<file path="src/rtl/dso_dig_core.sv">
// DSO command front end: UART 3-byte commands -> SPI digipot writes -> 1-byte UART response.
// rst_n is a synchronous active-high reset. Optional GAIN_RD_EN adds the gain read-back opcode 8'h0A.
module dso_dig_core #(
  parameter int BAUD_DIV = 434,
  parameter int SPI_DIV  = 32
) (
  input  logic clk,
  input  logic rst_n,
  input  logic RX,
  output logic TX,
  output logic SCLK,
  output logic MOSI,
  output logic ch1_ss_n,
  output logic ch2_ss_n,
  output logic ch3_ss_n,
  output logic trig_ss_n
);
  localparam logic [15:0] BAUD_M1  = 16'(BAUD_DIV - 1);
  localparam logic [15:0] BAUD_MID = 16'(BAUD_DIV / 2 - 1);
  localparam logic [15:0] HALF_M1  = 16'(SPI_DIV / 2 - 1);
  localparam logic [7:0]  ACK      = 8'hA5;
  localparam logic [7:0]  NAK      = 8'hEE;

  typedef enum logic [1:0] {IDLE, DECODE, SPI_XFER, RESP} state_t;
  state_t state, state_nxt;

  logic        rx_m, rx_s, rx_q, rx_busy, rx_vld;
  logic [15:0] rx_cnt;
  logic [3:0]  rx_bit;
  logic [7:0]  rx_sh;
  logic [1:0]  byte_cnt;
  logic [23:0] cmd;

  logic        dec_spi, dec_gain_we;
  logic [1:0]  dec_sel;
  logic [15:0] dec_word;
  logic [7:0]  dec_resp;
  logic [7:0]  resp_q;
  logic [15:0] spi_word;
  logic [15:0] spi_cnt;
  logic [5:0]  spi_h;
  logic [3:0]  ss_q;
  logic        spi_done;

  logic        tx_busy, tx_done;
  logic [15:0] tx_cnt;
  logic [3:0]  tx_bit;
  logic [8:0]  tx_sh;

  logic [2:0]  gain [3];
  logic        unused_bits;

  wire [7:0] opcode = cmd[23:16];
  wire [7:0] arg1   = cmd[15:8];
  wire [7:0] arg2   = cmd[7:0];
  assign unused_bits = ^arg1[7:5];

  function automatic logic [7:0] pot(input logic [2:0] g);
    case (g)
      3'd0: pot = 8'h02;
      3'd1: pot = 8'h05;
      3'd2: pot = 8'h09;
      3'd3: pot = 8'h14;
      3'd4: pot = 8'h28;
      3'd5: pot = 8'h46;
      3'd6: pot = 8'h6B;
      default: pot = 8'hDD;
    endcase
  endfunction

  // UART receiver: bit 0 is the start bit sampled at mid-bit, 1..8 data, 9 stop
  always_ff @(posedge clk) begin
    rx_vld <= 1'b0;
    if (rst_n) begin
      rx_m <= 1'b1; rx_s <= 1'b1; rx_q <= 1'b1;
      rx_busy <= 1'b0; rx_cnt <= '0; rx_bit <= '0; rx_sh <= '0;
    end else begin
      rx_m <= RX; rx_s <= rx_m; rx_q <= rx_s;
      if (!rx_busy) begin
        if (rx_q && !rx_s) begin
          rx_busy <= 1'b1; rx_cnt <= '0; rx_bit <= '0;
        end
      end else if (rx_cnt == ((rx_bit == 4'd0) ? BAUD_MID : BAUD_M1)) begin
        rx_cnt <= '0;
        rx_bit <= rx_bit + 4'd1;
        if (rx_bit == 4'd0) begin
          if (rx_s) rx_busy <= 1'b0;
        end else if (rx_bit <= 4'd8) begin
          rx_sh <= {rx_s, rx_sh[7:1]};
        end else begin
          rx_busy <= 1'b0;
          rx_vld  <= rx_s;
        end
      end else begin
        rx_cnt <= rx_cnt + 16'd1;
      end
    end
  end

  always_comb begin
    dec_spi     = 1'b0;
    dec_gain_we = 1'b0;
    dec_sel     = arg1[1:0];
    dec_word    = {8'h13, pot(arg1[4:2])};
    dec_resp    = NAK;
    case (opcode)
      8'h02: if (arg1[1:0] != 2'b11) begin
        dec_spi = 1'b1; dec_gain_we = 1'b1; dec_resp = ACK;
      end
      8'h03: if (arg2 >= 8'd46 && arg2 <= 8'd201) begin
        dec_spi = 1'b1; dec_sel = 2'd3; dec_word = {8'h13, arg2}; dec_resp = ACK;
      end
`ifdef GAIN_RD_EN
      8'h0A: if (arg1[1:0] != 2'b11) dec_resp = {5'b0, gain[arg1[1:0]]};
`endif
      default: ;
    endcase
  end

  assign spi_done = (state == SPI_XFER) && (spi_cnt == HALF_M1) && (spi_h == 6'd32);
  assign tx_done  = tx_busy && (tx_bit == 4'd9) && (tx_cnt == BAUD_M1);

  always_ff @(posedge clk) begin
    if (rst_n) state <= IDLE;
    else       state <= state_nxt;
  end

  always_comb begin
    state_nxt = state;
    case (state)
      IDLE:     if (rx_vld && byte_cnt == 2'd2) state_nxt = DECODE;
      DECODE:   state_nxt = dec_spi ? SPI_XFER : RESP;
      SPI_XFER: if (spi_done) state_nxt = RESP;
      RESP:     if (tx_done) state_nxt = IDLE;
      default:  state_nxt = IDLE;
    endcase
  end

  always_ff @(posedge clk) begin
    if (rst_n) begin
      byte_cnt <= '0; cmd <= '0; resp_q <= NAK; spi_word <= '0;
      gain[0] <= '0; gain[1] <= '0; gain[2] <= '0;
    end else begin
      if (rx_vld && state == IDLE) begin
        cmd      <= {cmd[15:0], rx_sh};
        byte_cnt <= (byte_cnt == 2'd2) ? 2'd0 : byte_cnt + 2'd1;
      end
      if (state == DECODE) begin
        resp_q   <= dec_resp;
        spi_word <= dec_word;
        if (dec_gain_we) gain[dec_sel] <= arg1[4:2];
      end
    end
  end

  // SPI half-period steps: 0 = porch, odd = SCLK low with new MOSI, even = SCLK high
  always_ff @(posedge clk) begin
    if (rst_n) begin
      ss_q <= 4'hF; SCLK <= 1'b1; MOSI <= 1'b0; spi_cnt <= '0; spi_h <= '0;
    end else if (state == DECODE && dec_spi) begin
      ss_q <= ~(4'b0001 << dec_sel);
      spi_cnt <= '0; spi_h <= '0;
    end else if (state == SPI_XFER) begin
      if (spi_cnt == HALF_M1) begin
        spi_cnt <= '0;
        if (spi_h == 6'd32) begin
          ss_q <= 4'hF; MOSI <= 1'b0;
        end else begin
          spi_h <= spi_h + 6'd1;
          if (!spi_h[0]) begin
            SCLK <= 1'b0;
            MOSI <= spi_word[4'd15 - spi_h[4:1]];
          end else begin
            SCLK <= 1'b1;
          end
        end
      end else begin
        spi_cnt <= spi_cnt + 16'd1;
      end
    end
  end

  assign ch1_ss_n  = ss_q[0];
  assign ch2_ss_n  = ss_q[1];
  assign ch3_ss_n  = ss_q[2];
  assign trig_ss_n = ss_q[3];

  // Response is loaded the cycle after entering RESP, so ss_n is already high
  always_ff @(posedge clk) begin
    if (rst_n) begin
      TX <= 1'b1; tx_busy <= 1'b0; tx_cnt <= '0; tx_bit <= '0; tx_sh <= '1;
    end else if (state == RESP && !tx_busy) begin
      TX <= 1'b0; tx_busy <= 1'b1; tx_cnt <= '0; tx_bit <= '0; tx_sh <= {1'b1, resp_q};
    end else if (tx_busy) begin
      if (tx_cnt == BAUD_M1) begin
        tx_cnt <= '0;
        if (tx_bit == 4'd9) begin
          tx_busy <= 1'b0; TX <= 1'b1;
        end else begin
          tx_bit <= tx_bit + 4'd1;
          TX     <= tx_sh[0];
          tx_sh  <= {1'b1, tx_sh[8:1]};
        end
      end else begin
        tx_cnt <= tx_cnt + 16'd1;
      end
    end
  end
endmodule

</file>
<file path="config.mk">
export PLATFORM = sky130hd
export DESIGN_NAME = dso_dig_core
export DESIGN_NICKNAME = d
export VERILOG_FILES = /design/src/rtl/dso_dig_core.sv
export SDC_FILE = /design/constraint.sdc
export NUM_CORES = 1
export LEC_CHECK = 0
export CAP_MARGIN = 25
export CORE_ASPECT_RATIO = 1.2
export CORE_UTILIZATION = 60
export CTS_CLUSTER_SIZE = 28
export DETAILED_ROUTE_END_ITERATION = 6
export GPL_TIMING_DRIVEN = 1
export PLACE_DENSITY = 0.77
export SYNTH_ARGS = -nofsm -noshare
export SYNTH_HDL_FRONTEND = slang
export SYNTH_SLANG_ARGS = --single-unit
</file>
<file path="constraint.sdc">
create_clock -name clk -period 2.3 [get_ports clk]
set_input_delay 0.69 -clock clk [delete_from_list [all_inputs] [get_ports clk]]
set_output_delay 0.69 -clock clk [all_outputs]
set_load 0.02 [all_outputs]
</file>
-- Word level (Yosys, flattened, before mapping)
Index checks and enable logic that the tools add are counted.
Widths: inputs -> output; s select.
- order comparisons: 4
- add/sub/neg operators: 8
- reduce and logical (&&, ||, !) cells: 34
- mux-type cells: 53
- equal/unequal tests: 24
- bitwise gates (word level): 7
- shifts and indexed selects: 1
- operators by type and width (cell ; count):
    $mux 16 ; 5
    $pmux 8 s7 ; 1
    $add 16x1->16 const B ; 3
    $mux 8 ; 6
    $mux 4 ; 7
    $mux 1 ; 21
    $eq 16x4->1 const B ; 1
    $eq 16x9->1 ; 1
    $eq 16x9->1 const B ; 1
    $eq 8x2->1 const B ; 2
    $reduce_and 3->1 ; 5
    $mux 7 ; 2
    $pmux 7 s2 ; 1
    $mux 2 ; 6
    $reduce_and 4->1 ; 3
    $reduce_bool 2->1 ; 6
    $logic_and 1x1->1 ; 10
    $ne 2x2->1 const B ; 5
    $eq 3x3->1 const B ; 3
    $mux 9 ; 1
    $add 4x1->4 const B ; 2
    $ge 8x6->1 const B ; 1
    $le 8x8->1 const B ; 1
    $pmux 2 s4 ; 1
    other kinds (24) ; 36
- bits in registers: 143
- logic and storage cells: 154
- bits of input ports: 3

-- Depth between registers and ports, before layout
- depth after elaboration: 7
- gate-level depth with buffers: 9

-- Least setup slack after synthesis
Ideal clock, no wire load.
- path kind: register -> register
- from: register state[0]
- to: register SCLK
- arrival time: 1.831 ns
- slack: 0.350 ns
- cell stages (with the launch flop): 9
- required time: 2.180 ns
- buffers on the path: 1
- library setup time: 0.120 ns
- cell sequence: dfxtp_1 -> inv_1 -> ha_1 -> buf_2 -> and4_1 -> nand4_2 -> nor2_1 -> o21ai_0 -> a211o_1
- cells in the longest elaborated chain, start to end: 4
- elaborated cells between the ends (all ways): 5
- those cells by class: eq/ne (2); bitwise (1); reduce/logical (2)
- RTL lines (item ; RTL line ; source):
    start, declared ; 25 ; state_t state, state_nxt;
    start signal, assigned ; 125 ; else state <= state_nxt;
    $eq 2x1->1 ; 160 ; end else if (state == DECODE && dec_spi) begin
    $logic_and 1x1->1 ; 160 ;
    $not 1->1 (no source line) ; n/a ;
    $reduce_and 4->1 (no source line) (*) ; n/a ;
    end signal, assigned ; 159 ; ss_q <= 4'hF; SCLK <= 1'b1; MOSI <= 1'b0; spi_cnt <= '0; spi_h <= '0;
    end signal, assigned ; 171 ; SCLK <= 1'b0;
    end signal, assigned ; 174 ; SCLK <= 1'b1;
    end, declared ; 11 ; output logic SCLK,
Mark *: on every way between the ends. The rest lies on a longest branch, timed or not.
A chain may end at the register's enable or synchronous reset.

-- Worst setup path in the final report
- from: register rx_bit[0]
- to: register rx_bit[0]
- cells in the longest elaborated chain, start to end: 5
- elaborated cells between the ends (all ways): 8
- those cells by class: add/sub (1); eq/ne (2); mux (3); reduce/logical (2)
- RTL lines (item ; RTL line ; source):
    start, declared ; 29 ; logic [3:0] rx_bit;
    start signal, assigned ; 85 ; rx_bit <= rx_bit + 4'd1;
    $logic_not 4->1 ; 83 ; end else if (rx_cnt == ((rx_bit == 4'd0) ? BAUD_MID : BAUD_M1)) begin
    $mux 9 ; 83 ;
    $eq 16x9->1 ; 83 ;
    $ne 2x1->1 (no source line) ; n/a ;
    $reduce_and 2->1 (no source line) ; n/a ;
Several ways; a longest one is shown, not always the timed one. The select of a mux whose other input is x is not followed.

==> summary.txt <==
Yosys
  – Post-synthesis net count: roughly 730
  – Synthesis Warnings: 0
  – Cell area after synthesis: between 6000 and 7000 sq um
  – Post-synthesis compound-gate area fraction: between 10% and 20%
  – Seq/Total Area, Yosys: between 40% and 50%
  – Yosys top cell area share: between 40% and 50%
  – Syn Area/Cell: roughly 8.5 sq um
  – Post-Synth Adder-Cell Area: approximately 3.1%
  – EDFF count, synth: 0
  – Cell variety after synth: between 70 and 80
  – Leading area contributor after synthesis: dfxtp_1
  – Mux share of post-synthesis cell area: between 3 and 4%
  – Ys async rst share: 0%
  – Gate count of the mapped netlist: about 700
  – Flops & latches, synth: between 100 and 150
  – Top cells by count, synth: dfxtp_1, nand2_1, nor2_1
  – Ranking of synthesized cells by area: dfxtp_1, nand2_1, nor2_1
  – Largest family of logic cells by synthesized area: simple AND/OR/NAND/NOR gates
  – Top-count cell post-synth: dfxtp_1
  – Top FF cell, synth: dfxtp_1
  – Simple-gate share of the synthesized area: 27.38%
  – Synth Area in XOR/XNOR: 6.038%

STA
  – Setup TNS: 0 ns
  – Setup WS post-layout: 0.1583 ns
  – Worst-Margin Slew: ~0.76 ns
  – Final setup fails: 0
  – Final slew viol count: 0
  – Worst relative slew slack: 48.87%
  – Minimum clock period: approximately 2.1 ns
  – RSZ-0062 raised after global routing: no
  – Fmax achieved: about 470 MHz
  – Final hold vios: 0
  – Fin crit share: between 90% and 100%
  – Clk_skew: about 0.011 ns

Critical path
  – WP data required: ~2.6 ns
  – Critical Path Max Stage Delay: around 0.34 ns
  – Crit end category: flip-flop
  – Arrival @ worst endpoint: ~2.5 ns
  – Worst path depth: 8
  – CP Class: flip-flop to flip-flop
  – Slowest-stage cell, CP: dfxtp_1
  – Worst-path fanout max: 13
  – Worst-path cell chain: inv_1 > ha_1 > nand2b_1 > o211a_1 > o21ai_1 > buf_4 > a21oi_1 > a211oi_1
  – Worst Setup Start Kind: flip-flop
  – WP buf/inv: 2
  – FF-to-FF End: rx_bit[0]
  – Reg-to-Reg Start: rx_bit[0]
  – Worst Setup EP: rx_bit[0]
  – CP top delay family: compound AO/OA/AOI/OAI gates
  – Critical Path Source: rx_bit[0]
  – FF-to-FF path depth: 8
  – R2r setup slk: between 0.15 and 0.2 ns

GRT
  – Initial antenna violation count: 0
  – Largest net degree at the start of global routing: 31
  – GRT overflow: 0
  – GRT Total Usage: between 20% and 30%
  – Vias in the first global route: 4994
  – First-pass GRT wire length: approximately 23000 microns

CTS
  – Clk sinks: about 130
  – CTS tree: done
  – Hold buffers post-CTS: 0
  – Post-cts gate resize count: 0
  – Total CTS buffers: 17
  – Post-CTS setup buffers: 0
  – Root Buffer: clkbuf_16
  – H-tree Lvls: 4
  – Skew-Pair Late Insertion Delay: 0.42 ns
  – Clock Pin Slew Worst Setup and Hold Paths: approximately 0.060 ns
  – Clock buffer depth: 2

Placement
  – Hpwl dp: between 8000 and 9000 microns
  – Placed insts: between 800 and 900
  – PortBufs: 9
  – GP Congestion: about 0.85
  – Pre-CTS setup slack: between 0.15 and 0.2 ns

Detailed routing
  – Via density: slightly below 6
  – Drt first pass iters: 4
  – Antenna Nets Post-Route: 0
  – Iteration-0 DRC Markers: roughly 210
  – Via count: between 5000 and 6000
  – DRC: 0
  – Wire per inst: ~15 microns
  – Total Wirelength: around 13000 microns

Cells and area
  – Non-filler cells, final: 859
  – Synth-to-Final Area Change: 13.43%
  – Nets: roughly 740
  – Share of post-route cells with drive strength above 1: 11.01%
  – N_diodes: 0
  – Final core utilization: roughly 70%
  – Fillers: 756

Power and ir drop
  – VDD IR max: between 0.5 and 0.6 mV
  – Comb pwr share: under 10%
  – Internal: roughly 0.004 W
  – Lkg Pwr: about 2.4 nW
  – Sw Ratio: between 20% and 30%
  – Clock Power Share: 51.9%
  – Net Sw Power: 0.001153 W
  – Power Dens Cells: 758.6 nW/um^2
  – Flop pwr share: 44.0%

Floorplan
  – Initial Utilization: 62.74%
  – Core area: 9711 sq um
  – Die width: around 94 microns
  – Die ar.: about 11000 sq um
  – Num ports: 10
  – # rows: 39
  – Die Y: ~110 microns

Run
  – Max-Cap Viols: 0

Outcome
  – Status: finished clean

Hold path
  – Hold Path Class: flip-flop to flip-flop
[worst reg2reg max path: stages (launching register included)]
cell and delay, ns:
dfxtp_1 0.34, inv_1 0.09, ha_1 0.14, nand2b_1 0.16
o211a_1 0.29, o21ai_1 0.29, buf_4 0.27, a21oi_1 0.15
a211oi_1 0.31
[sequential cells by signal, summed over array words and instances (netlist names), 4 cells and up]
register	count
ss_q	4
cmd	24
tx_cnt	16
rx_sh	8
rx_cnt	16
spi_h	6
tx_bit	4
rx_bit	4
spi_cnt	16
spi_word	9
tx_sh	7
[cell type report]
type                            instances  area, sq um  area share (%)
Clock buffer                           19        442.9           6.410
Inverter                               18        67.56          0.9777
Timing Repair Buffer                   23        190.2           2.752
Clock inverter                         13        161.4           2.336
Tap cell                              123        153.9           2.227
Multi-Input combinational cell        534         3312           47.93
Sequential cell                       129         2582           37.37
[logic make-up after synthesis]
group | after synthesis
adders and majority gates | 15
xor gates and xnor gates | 42
and+or+nand+nor | 332
buffers and inverters | 51
AOI/OAI and AO/OA | 128
DFF | 129
muxes | 17
[through the flow]
stage               total power (W)  area, sq um  hold slack [ns]
global route               0.005416         6910           0.4450
CTS                        0.005276         6902           0.4271
detailed placement         0.002567         6297           0.4095
finish                     0.005242         6910           0.4277
floorplan                  0.002512         6092           0.3895
global placement           0.002560         6297           0.4065
[power groups by stage]
stage,logic (W),clock network (W),registers (W)
2_1_floorplan,0.000169,0,0.00234
3_3_place_gp,0.000210,0,0.00235
3_5_place_dp,0.000215,0,0.00235
4_1_cts,0.000217,0.00275,0.00230
5_1_grt,0.000242,0.00287,0.00231
6_report,0.000216,0.00272,0.00230
[routing by layer]
metal | up-vias | GRT usage, % | part of all wire (%)
met5 | - | 0 | 0
met4 | 0 | 12.72 | 1.5
met3 | 20 | 6.030 | 3.2
met2 | 90 | 45.50 | 51
met1 | 2469 | 32.14 | 44
li1 | 2541 | - | -
[worst min path at each step]
| stage | startpoint | end | slack, ns | depth (start not counted) |
|---|---|---|---|---|
| after CTS | rx_m | rx_s | 0.43 | 1 |
| after detailed placement | rx_m | rx_s | 0.41 | 1 |
| after global placement | rx_m | rx_s | 0.41 | 1 |
| final | rx_m | rx_s | 0.43 | 1 |
| after floorplan | rx_m | rx_s | 0.39 | 1 |
| after global routing | rx_m | rx_s | 0.45 | 1 |
[placed cells by master, fill, tap and decap left out, types with 3 or more instances in the layout]
cell	synthesis	final
dfxtp_1	129	129
nand2_1	115	115
nor2_1	81	81
a21oi_1	36	36
o21ai_0	26	26
nand3_1	25	24
xnor2_1	21	21
xor2_1	21	21
nand4_1	20	20
inv_1	18	18
clkbuf_16	0	17
mux2i_1	15	15
ha_1	15	15
buf_4	0	14
nor4_1	12	12
nor3_1	11	11
or2_2	10	10
a31oi_1	8	8
clkdlybuf4s50_1	0	8
nand2b_1	7	7
o211ai_1	7	7
nand3b_1	6	6
or3_1	6	6
and4_1	5	5
o21a_1	5	5
a211oi_1	5	5
a311oi_1	5	5
and2_1	4	4
and3_1	4	4
clkinv_2	0	4
clkinv_4	0	4
nor4_2	3	3
o311ai_1	3	3
nor2b_1	3	3
nand4b_1	3	3
bufinv_16	0	3
Note: power is estimated with default switching activity, not from simulation.
==> patch 1: new RTL, same settings <==
The 4 states of `state_t` get a one-hot encoding in 4 bits.
--- a/src/rtl/dso_dig_core.sv
+++ b/src/rtl/dso_dig_core.sv
@@ -23,3 +23,3 @@
 
-  typedef enum logic [1:0] {IDLE, DECODE, SPI_XFER, RESP} state_t;
+  typedef enum logic [3:0] {IDLE = 4'b0001, DECODE = 4'b0010, SPI_XFER = 4'b0100, RESP = 4'b1000} state_t;
   state_t state, state_nxt;
Function: no difference found for any inputs over 10 cycles, from zero or initial values and one cycle with rst_n high; not proved beyond that.
==> patch 1 against the original RTL <==
- maximum frequency is 3.6% lower
- setup slack worse by 0.080 ns
- wire length is 2.8% lower
- non-clock buffer count is 15 higher
- final area is 0.34% lower
- synthesized area is 3.6% lower
- sequential cell count is 2 higher
- via count is 2.1% lower
- critical endpoint is now tx_bit[3]
Power is not compared: it rests on default switching activity, and its combinational part moved more than twofold at a synthesized area within 25%.
==> patch 1: results (changes against the original RTL) <==
| Metric | Value |
|---|---|
| Share of layout cells above drive strength 1 | `0.110 (about the same)` |
| Fillcell total | `712 (was 756)` |
| Distinct cells, synth | `59 (was 76)` |
| DR iter-0 viols | `314 (was 206)` |
| Clock network area share | `0.0921 (was 0.0875)` |
| Post-DR vias/cell | `5.91 (was 5.96)` |
| DP Area | `6210 um^2 (was 6300 um^2)` |
| R2r setup slk | `0.08 ns (was 0.16 ns)` |
| DP Wirelength | `8470 um (was 8730 um)` |
| Post-CTS sizing | `1 (was 0)` |
| Post-synth net total | `699 (was 732)` |
| Multi-input logic area | `3120 um^2 (was 3310 um^2)` |
| Critical Path AT | `2.57 ns (was 2.46 ns)` |
| XOR/XNOR Fraction of Synth Area | `0.0671 (was 0.0604)` |
| Largest net degree at the start of global routing | `28 (was 31)` |
| GRT Util Overall | `0.263 (was 0.269)` |
| Final Hold Slack | `0.419 ns (was 0.428 ns)` |
| Multiplexer area fraction after synthesis | `0.0383 (was 0.0320)` |
| Synth Area in Compound Gates | `0.126 (was 0.145)` |
| Count of plain and timing-repair buffers | `38 (was 23)` |
| Vias in the first global route | `4842 (was 4994)` |
| Die area | `10200 um^2 (was 10600 um^2)` |
| Final non-clock buffer share | `0.0463 (was 0.0275)` |
| First-pass GRT wire length | `21800 um (was 22500 um)` |
| Post-synthesis sequential area ratio | `0.446 (was 0.424)` |
| Status | `complete, no violations (unchanged)` |
| Final nets | `725 (was 741)` |
| Post-Route WL | `12700 um (was 13000 um)` |
| Top post-synthesis cells by count | `dfxtp_1, nand2_1, nor2_1 (unchanged)` |
| Pre-antenna DRT Iters | `5 (was 4)` |
| Worst slew margin relative to its limit | `0.587 (was 0.489)` |
| Seq_cells | `131 (was 129)` |
| Comb_multi_in | `513 (was 534)` |
| Synth area leaders | `dfxtp_1, nand2_1, nor2_1 (unchanged)` |
## patch 1: changes by cell type after synthesis, sizes merged, moves of 6 or more
| cell | before | now |
|---|---|---|
| nor3 | 12 | 26 |
| a21oi | 36 | 49 |
| nand2 | 115 | 103 |
| nor2 | 83 | 71 |
| and3 | 4 | 15 |
| xor2 | 21 | 30 |
| inv | 18 | 10 |
| nor4 | 15 | 8 |
| or2 | 10 | 3 |
| nand4 | 22 | 16 |
| xnor2 | 21 | 15 |
## patch 1: power by group through the flow
stage | Sequential (mW) | Clock, mW | Combinational, mW
floorplan | 2.33 | 0 | 0.0620
global placement | 2.34 | 0 | 0.0903
detailed placement | 2.34 | 0 | 0.0928
CTS | 2.29 | 2.89 | 0.0934
global route | 2.29 | 3.00 | 0.103
finish | 2.29 | 2.85 | 0.0948
## patch 1: per-stage QoR
stage                     worst slack [ns]  std cells  power [mW]  utilization  TNS (ns)
after floorplan                      0.142        686        2.39            -         0
after global placement               0.122        815        2.43        0.653         0
after detailed placement            0.0341        815        2.43        0.653         0
after CTS                          0.00768        847        5.27        0.720         0
after global routing               -0.0435        848        5.39        0.724    -0.201
final                               0.0780        848        5.24        0.724         0
## patch 1: routing by layer
metal	GRT usage	routed length, um	vias to the layer above
met5	0	0	-
met4	0.124	244	0
met3	0.0517	538	22
met2	0.435	6340	131
met1	0.326	5540	2366
li1	-	-	2493
## patch 1: path summary, 6_finish.rpt
path,from,to,depth (start not counted)
hold reg to reg,rx_m,rx_s,1
setup reg to reg,tx_cnt[9],tx_bit[3],5
setup / recovery,tx_cnt[9],tx_bit[3],5
hold / removal,rx_m,rx_s,1
## patch 1: worst max-delay path, stage by stage (launching register included)
cell and delay (ns):
dfxtp_1 0.34, or4_1 0.53, or4_1 0.61, buf_4 0.20, or3_1 0.34, a21oi_1 0.14
==> patch 2: new RTL, same settings <==
Made on the original files. Change the parameter `BAUD_DIV` from 434 to 325.
--- a/src/rtl/dso_dig_core.sv
+++ b/src/rtl/dso_dig_core.sv
@@ -3,3 +3,3 @@
 module dso_dig_core #(
-  parameter int BAUD_DIV = 434,
+  parameter int BAUD_DIV = 325,
   parameter int SPI_DIV  = 32
Check against the original RTL: no difference found for any inputs over 10 cycles, from zero or initial values and one cycle with rst_n high; that may be too few to reach the edited logic, so the function may still have changed.
==> patch 2 against the original RTL <==
- setup slack got worse by 0.30 ns
- core utilization up 2.4 points
- sequential cell count is the same
- cell count grew 1.3%
- clock power decreased by 1%
- the flow now finishes with violations (negative setup slack)
- hold slack worse by 0.0029 ns
- power hardly changed
- wire length grew 3.3%
- final area up 1.8%
- synthesized area decreased by 2.2%
==> patch 2: results (changes against the original RTL) <==
| Metric | Value |
|---|---|
| Top post-synthesis cells by count | `dfxtp_1, nand2_1, nor2_1 (unchanged)` |
| Worst skew pair latency | `0.42 ns (about the same)` |
| Crit path from | `rx_bit[1] (was rx_bit[0])` |
| DP Wirelength | `8640 um (was 8730 um)` |
| Post-synth net total | `723 (was 732)` |
| Hold path start | `rx_m (unchanged)` |
| Max FFs per register | `24 (unchanged)` |
| Clk Tree Root Cell | `clkbuf_16 (unchanged)` |
| Total CTS buffers | `17 (unchanged)` |
| Violated checks | `negative setup slack` |
| Synth Flop Type | `dfxtp_1 (unchanged)` |
| Final nets | `752 (was 741)` |
| Placer Congestion | `0.853 (was 0.849)` |
| Hold Path Class | `flop to flop (unchanged)` |
| Largest net degree at the start of global routing | `77 (was 31)` |
| Share of layout cells above drive strength 1 | `0.126 (was 0.110)` |
| Crit path max fanout | `6 (was 13)` |
| Final worst slack | `-0.145 ns (was 0.158 ns)` |
| Worst slew margin relative to its limit | `0.504 (was 0.489)` |
| Biggest register | `cmd (unchanged)` |
| WL/cell | `15.5 um (was 15.2 um)` |
| First-pass GRT wire length | `22500 um (about the same)` |
| # diodes | `0 (unchanged)` |
| Port Buffers | `9 (unchanged)` |
| Peak supply drop | `0.683 mV (was 0.503 mV)` |
| DP Area | `6320 um^2 (was 6300 um^2)` |
| H-tree levels | `4 (unchanged)` |
| Synth Warn # | `0 (unchanged)` |
| GRT Util Overall | `0.270 (was 0.269)` |
| Grt ovf | `0 (unchanged)` |
| Post-synthesis sequential area ratio | `0.433 (was 0.424)` |
| DR iter-0 viols | `292 (was 206)` |
| Vias | `5225 (was 5120)` |
| Status | `finished, violations left (was complete, no violations)` |
| Synth area leaders | `dfxtp_1, nand2_1, nor2_1 (unchanged)` |
| Leakage | `2.55 nW (was 2.39 nW)` |
| Distinct cells, synth | `64 (was 76)` |
| Clk_skew | `0.0152 ns (was 0.0109 ns)` |
| Vias in the first global route | `5115 (was 4994)` |
| Initial antenna violation count | `0 (unchanged)` |
| Setup-failing EPs final | `10 (was 0)` |
| Critical Path AT | `2.74 ns (was 2.46 ns)` |
| Pre-antenna DRT Iters | `6 (was 4)` |
| Post-synth ARST share | `0 (unchanged)` |
| Worst-path clk slew | `0.06 ns (about the same)` |
| CTS Buffer Depth | `2 (unchanged)` |
patch 2: kinds of logic (layout without fill, tap and decap cells):
group | after synthesis | count (layout) | share of synthesized area
AO/OA/AOI/OAI | 132 | 132 | 0.145
XOR/XNOR | 40 | 40 | 0.0588
adder cells (fa/ha/maj) | 15 | 15 | 0.0315
buffers and inverters | 60 | 102 | 0.0388
flip-flops | 129 | 129 | 0.433
multiplexers | 19 | 19 | 0.0361
AND/OR/NAND/NOR | 310 | 310 | 0.256
patch 2: repair_timing:
action,4_1_cts,5_1_grt
buffers inserted,3,4
pin swaps,5,6
gates resized for setup,10,6
cloned,0,0
endpoints found under the setup margin,15,27
endpoints found under the hold margin,0,0
patch 2: cell type report:
type	instances	area, um^2
clock buffer	21	470
clock inverter	11	130
fill	736	2530
inverter	25	93.8
multi-input combinational	516	3190
sequential	129	2580
tap	123	154
timing repair buffer	45	418
patch 2: worst paths after layout:
check | end | slack (ns) | cells after the start
worst max-delay path | rx_sh[6] | -0.15 | 8
worst min-delay path | rx_s | 0.42 | 1
worst max register to register | rx_sh[6] | -0.15 | 8
worst min register to register | rx_s | 0.42 | 1
patch 2: where the power goes:
part | leakage, nW | internal (mW) | switching, mW
Clock | 0.287 | 1.69 | 0.996
Sequential | 1.04 | 2.28 | 0.0256
Combinational | 1.22 | 0.0922 | 0.156
Total | 2.55 | 4.06 | 1.18
patch 2: worst max-delay path, stage by stage, from the launching register on:
cell and delay (ns):
dfxtp_2 0.32, inv_2 0.07, ha_4 0.12, or3b_4 0.37, or4b_4 0.52, a2111o_2 0.55, buf_12 0.16, mux2i_1 0.15
nor2_1 0.06
patch 2: stage by stage:
step                      cells  setup TNS [ns]  total power [mW]
after floorplan             705               0              2.52
final                       870           -1.02              5.24
after global placement      832          -0.369              2.58
after CTS                   867          -0.385              5.28
after detailed placement    832           -1.10              2.60
after global routing        870           -1.75              5.41
patch 2: per-layer routing:
layer / vias up / part of all wire / GRT usage
li1: 2570 / - / -
met1: 2487 / 0.42 / 0.313
met2: 138 / 0.52 / 0.462
met3: 30 / 0.039 / 0.0638
met4: 0 / 0.020 / 0.128
met5: - / 0 / 0
